===== config.mk =====
export PLATFORM = sky130hd
export DESIGN_NAME = param_tensor_core
export DESIGN_NICKNAME = d
export VERILOG_FILES = /design/src/rtl/tensor_core_pkg.sv /design/src/rtl/tensor_sat_dot.sv /design/src/rtl/param_tensor_core.sv
export SDC_FILE = /design/constraint.sdc
export NUM_CORES = 1
export LEC_CHECK = 0
export BUFFER_PORTS_ARGS = -buffer_cell sky130_fd_sc_hd__buf_2
export CAP_MARGIN = 20
export CORE_UTILIZATION = 56
export CTS_BUF_LIST = sky130_fd_sc_hd__clkbuf_4
export DETAILED_ROUTE_END_ITERATION = 8
export HOLD_SLACK_MARGIN = 0.02
export PLACE_DENSITY_LB_ADDON = 0.15
export RECOVER_POWER = 50
export SLEW_MARGIN = 20
export SYNTH_ARGS = -nofsm -noshare
export SYNTH_HDL_FRONTEND = slang
export SYNTH_SLANG_ARGS = --single-unit

===== constraint.sdc =====
create_clock -name clock_in -period 27.2 [get_ports clock_in]
set_clock_uncertainty 0.2 [all_clocks]
set_input_delay 5.44 -clock clock_in [delete_from_list [all_inputs] [get_ports clock_in]]
set_output_delay 5.44 -clock clock_in [all_outputs]
set_load 0.01 [all_outputs]

===== src/rtl/tensor_core_pkg.sv =====
// tensor_core_pkg: shared op/state encodings and the signed saturation helper for the tensor core.
package tensor_core_pkg;
  localparam int SAT_W = 64;
  typedef enum logic [1:0] {OP_MATMUL = 2'b00, OP_ADD = 2'b01, OP_RELU = 2'b10, OP_MAC = 2'b11} op_e;
  typedef enum logic [1:0] {IDLE, RUN, FIN} state_e;
  // clamp sits in the LSB so callers can peel it off with a 1-bit cast and the value with >> 1
  typedef struct packed {
    logic signed [SAT_W-1:0] value;
    logic                    clamp;
  } sat_t;
  function automatic sat_t sat_to_width(input logic signed [SAT_W-1:0] value, input int dw);
    logic signed [SAT_W-1:0] hi, lo;
    hi = $signed((SAT_W'(1) << (dw - 1)) - SAT_W'(1));
    lo = ~hi;
    sat_to_width.clamp = (value > hi) || (value < lo);
    sat_to_width.value = (value > hi) ? hi : (value < lo) ? lo : value;
  endfunction
endpackage


===== src/rtl/tensor_sat_dot.sv =====
// tensor_sat_dot: DIM-wide signed dot product with optional addend, saturated to DW bits.
module tensor_sat_dot
  import tensor_core_pkg::*;
#(
  parameter int DW  = 8,
  parameter int DIM = 3
) (
  input  logic [DIM-1:0][DW-1:0] row_a,
  input  logic [DIM-1:0][DW-1:0] col_b,
  input  logic [DW-1:0]          addend,
  input  logic                   add_en,
  output logic [DW-1:0]          result,
  output logic                   clamp
);
  localparam int AW = 2 * DW + $clog2(DIM) + 1;
  logic signed [AW-1:0] acc;
  always_comb begin
    acc = add_en ? AW'($signed(addend)) : '0;
    for (int k = 0; k < DIM; k++) acc = acc + AW'($signed(row_a[k]) * $signed(col_b[k]));
  end
  assign result = DW'(sat_to_width(SAT_W'(acc), DW) >> 1);
  assign clamp  = 1'(sat_to_width(SAT_W'(acc), DW));
endmodule


===== src/rtl/param_tensor_core.sv =====
// param_tensor_core: DIMxDIM signed saturating tensor core (MATMUL/ADD/RELU/MAC), one element per cycle.
module param_tensor_core
  import tensor_core_pkg::*;
#(
  parameter int DATA_WIDTH = 8,
  parameter int DIM        = 3
) (
  input  logic                                       clock_in,
  input  logic                                       reset_n_in,
  input  logic                                       start_in,
  input  logic [1:0]                                 op_select_in,
  input  logic [DIM-1:0][DIM-1:0][DATA_WIDTH-1:0]    tensor_core_input1_in,
  input  logic [DIM-1:0][DIM-1:0][DATA_WIDTH-1:0]    tensor_core_input2_in,
  output logic [DIM-1:0][DIM-1:0][DATA_WIDTH-1:0]    tensor_core_output_out,
  output logic                                       ready_out,
  output logic                                       done_out,
  output logic                                       saturated_out
);
  localparam int N  = DIM * DIM;
  localparam int IW = $clog2(N);
  localparam int RW = $clog2(DIM);
  typedef logic [DIM-1:0][DIM-1:0][DATA_WIDTH-1:0] mat_t;
  state_e                         state_q, state_d;
  op_e                            op_q, op_d;
  mat_t                           a_q, a_d, b_q, b_d, c_q, c_d;
  logic [IW-1:0]                  idx_q, idx_d;
  logic                           sat_q, sat_d;
  logic [RW-1:0]                  row, col;
  logic [DIM-1:0][DATA_WIDTH-1:0] col_b;
  logic signed [DATA_WIDTH:0]     add_sum;
  logic [DATA_WIDTH-1:0]          dot_res, add_res;
  logic                           dot_clamp, add_clamp;
  always_comb begin
    row = RW'(idx_q / DIM);
    col = RW'(idx_q % DIM);
    for (int k = 0; k < DIM; k++) col_b[k] = b_q[k][col];
    add_sum = $signed({a_q[row][col][DATA_WIDTH-1], a_q[row][col]})
            + $signed({b_q[row][col][DATA_WIDTH-1], b_q[row][col]});
  end
  assign add_res   = DATA_WIDTH'(sat_to_width(SAT_W'(add_sum), DATA_WIDTH) >> 1);
  assign add_clamp = 1'(sat_to_width(SAT_W'(add_sum), DATA_WIDTH));
  tensor_sat_dot #(.DW(DATA_WIDTH), .DIM(DIM)) u_dot (
    .row_a  (a_q[row]),
    .col_b  (col_b),
    .addend (c_q[row][col]),
    .add_en (op_q == OP_MAC),
    .result (dot_res),
    .clamp  (dot_clamp)
  );
  always_comb begin
    state_d = state_q;
    op_d    = op_q;
    a_d     = a_q;
    b_d     = b_q;
    c_d     = c_q;
    idx_d   = idx_q;
    sat_d   = sat_q;
    case (state_q)
      IDLE: if (start_in) begin
        op_d  = op_e'(op_select_in);
        a_d   = tensor_core_input1_in;
        b_d   = tensor_core_input2_in;
        sat_d = 1'b0;
        idx_d = '0;
        state_d = (op_select_in == OP_RELU) ? FIN : RUN;
        // RELU completes in the accept cycle on the held result
        if (op_select_in == OP_RELU)
          for (int i = 0; i < DIM; i++)
            for (int j = 0; j < DIM; j++) c_d[i][j] = c_q[i][j][DATA_WIDTH-1] ? '0 : c_q[i][j];
      end
      RUN: begin
        c_d[row][col] = (op_q == OP_ADD) ? add_res : dot_res;
        sat_d   = sat_q | ((op_q == OP_ADD) ? add_clamp : dot_clamp);
        idx_d   = idx_q + 1'b1;
        state_d = (idx_q == IW'(N - 1)) ? FIN : RUN;
      end
      FIN: begin
        state_d = IDLE;
        idx_d   = '0;
      end
      default: state_d = IDLE;
    endcase
  end
  always_ff @(posedge clock_in or negedge reset_n_in) begin
    if (!reset_n_in) begin
      state_q <= IDLE;
      op_q    <= OP_MATMUL;
      a_q     <= '0;
      b_q     <= '0;
      c_q     <= '0;
      idx_q   <= '0;
      sat_q   <= 1'b0;
    end else begin
      state_q <= state_d;
      op_q    <= op_d;
      a_q     <= a_d;
      b_q     <= b_d;
      c_q     <= c_d;
      idx_q   <= idx_d;
      sat_q   <= sat_d;
    end
  end
  assign tensor_core_output_out = c_q;
  assign ready_out              = (state_q == IDLE);
  assign done_out               = (state_q == FIN);
  assign saturated_out          = sat_q;
endmodule


==> flow_summary.toml <==
[outcome]
violations = "max-capacitance violations, max-slew violations"
outcome = "finished, violations left"

[timing]
fin_ws_ps = 11390
max_freq_mhz = 63.23
finalSetupViolCount = 0
holdWs_ps = 304.8
slew_headroom_pct = -232.0
drv_slew = 236
tns_ps = 0
worst_slew_pin_slew_ps = 4979
post-route-period-util_pct = 58.14
final-hold-violation-count = 0
finalCriticalPeriod_ps = 15820
grt_setup_unrepaired = "false"

[logic_synthesis]
yosysUniqueCellTypes = 74
syn-cell-area_mm2 = 0.02092
synth_cells = 2182
synth_edf_count = 0
yosysMostFrequentCell = "inv_1"
synth.ff_latch_count = 225
synth_flop_cell = "dfrtp_1"
yosys.area.top_type_share_pct = 26.91
ys_warn_count = 0
syn_avg_cell_area_um2 = 9.588
synth_async_sr_flop_share_pct = 100.0
seq_area_frac_synth_pct = 26.91
synthTopCellsByArea = "dfrtp_1 (27%), fa_1 (21%), mux2_2 (8.2%), ha_1 (7.2%), inv_1 (5.9%)"
synthesis.nets = 2676
synth_top_area_cell = "dfrtp_1"
synth_commonest_cells = "inv_1 (328), dfrtp_1 (225), fa_1 (224), nand2_1 (218), nor2_1 (173)"

[clock_network]
cts_resized = 0
insertion_delay_ps = 730
clock-sinks = 225
numCtsBuffers = 57
cts_max_level = 2
cts_max_path_buffers = 3
path_clk_slew_ps = 80
cts_setup_buffers = 0
hold_buffers = 0
root_buffer = "clkbuf_4"
tritoncts = "built"

[placed_design]
gp_congestion = 0.9585
detailed_place.area_mm2 = 0.02257
dpl_worst_slack_ps = 11590
port_buffers = 223
dp_hpwl_mm = 48.87

[detailed_routing]
vias = 17350
firstDrtPassIters = 6
drc_errors = 0
viasPerCell = 5.944
ant_nets = 0
routed_wl_mm = 62.23
wire_per_inst_um = 21.33
drtIter0Drc = 1531

[worst_setup_path]
reg2reg_slack_ps = 11390
required_ps = 27650
startpoint = "idx_q[2]"
critPathCaptureType = "flop"
r2r-start = "idx_q[2]"
cp_slowest_cell = "nand3b_1"
crit_arrival_ps = 16260
cpPeakStageDelay_ps = 740
crit_path_max_fanout = 56
worstSetupStartpointType = "flop"
crit_path_frequent_cell = "fa_1"
worstSetupPathType = "flop to flop"

[die]
rows = 70
ioPinCount = 224
dieArea_mm2 = 0.03813
die_h_um = 195.3
start_util_pct = 57.01
die_w_um = 195.3
core_mm2 = 0.03670

[layout]
syn_to_final_growth_pct = 11.03
fin_nets = 2908
fin_area_mm2 = 0.02323
fillers = 3194
drive_above_1_share_pct = 20.09

[global_route]
grt_pass1_vias = 18320
antenna_found_initial = 2
track_usage_pct = 34.15
grt_max_degree = 90
grt.overflow.total = 0
grt_pass1_wl_mm = 100.0

[worst_hold_path]
hp-start = "a_q[2]"
hp-class = "flop to flop"

[flow_run]
cap_violations = 3
==> cell usage in the layout, fill, tap and decap left out, types with 31 or more instances in the layout <==
| cell type | instances |
|---|---|
| nand2_1 | 218 |
| inv_1 | 328 |
| ha_1 | 121 |
| a32o_1 | 59 |
| fa_1 | 224 |
| a21oi_1 | 152 |
| nor2_1 | 172 |
| mux2_2 | 152 |
| dfrtp_1 | 225 |
| buf_2 | 193 |
| o21ai_1 | 32 |
| clkbuf_1 | 31 |
| xnor2_1 | 43 |
| buf_4 | 36 |
| clkbuf_4 | 78 |
| o21ai_0 | 47 |
==> routing by layer <==
metal,share of wire (%),vias up,global-route usage (%)
met5,0.021,-,0
met4,4.8,2,15.86
met3,8.0,179,6.062
met2,46,822,55.58
met1,41,8612,44.56
li1,-,7731,-
==> sequential cells by signal, summed over array words and instances (netlist names) <==
signal and count:
b_q 72, state_q 2, a_q 72, saturated_out 1, tensor_core_output_out 72, op_q 2
idx_q 4
==> cell type report <==
cell class | count | area (um2) | area share [%]
sequential | 225 | 5630 | 24.24
inverter | 332 | 1246 | 5.365
clock inverter | 16 | 118.9 | 0.5117
timing repair buffer | 260 | 1353 | 5.823
tap | 468 | 585.6 | 2.521
antenna | 1 | 2.502 | 0.01077
clock buffer | 78 | 585.6 | 2.521
multi-input combinational | 1538 | 13710 | 59.01
==> critical path, delay by kind of cell (launching register included) <==
family / cells / cell delay (ps)
fa+ha+maj: 13 / 5720
simple gates: 10 / 3370
flops: 1 / 550
buf+inv: 10 / 1550
compound gates: 13 / 3680
xor+xnor: 3 / 570
==> cells by family after synthesis <==
group / synth area share (%)
AO/OA/AOI/OAI: 13.68
XOR/XNOR: 2.464
adder cells (fa/ha/maj): 28.67
buffers and inverters: 7.841
flip-flops: 26.91
multiplexers: 9.426
AND/OR/NAND/NOR: 11.00
==> stage by stage <==
step           instances  utilization, %
5_1_grt             2918           63.29
3_3_place_gp        2823           61.50
6_report            2918           63.29
3_5_place_dp        2823           61.51
2_1_floorplan       2182               -
4_1_cts             2917           63.43
==> final timing paths <==
check | endpoint | depth (start not counted)
worst max-delay path | tensor_core_output_out[14] | 49
max in group asynchronous | a_q[8] | 3
worst min register to register | a_q[2] | 1
worst max register to register | tensor_core_output_out[14] | 49
min in group asynchronous | tensor_core_output_out[57] | 1
worst min-delay path | a_q[2] | 1
Power is left out: the tool's default activity adds up to more than one toggle a clock period on the data nets, which glitch-free logic cannot reach.
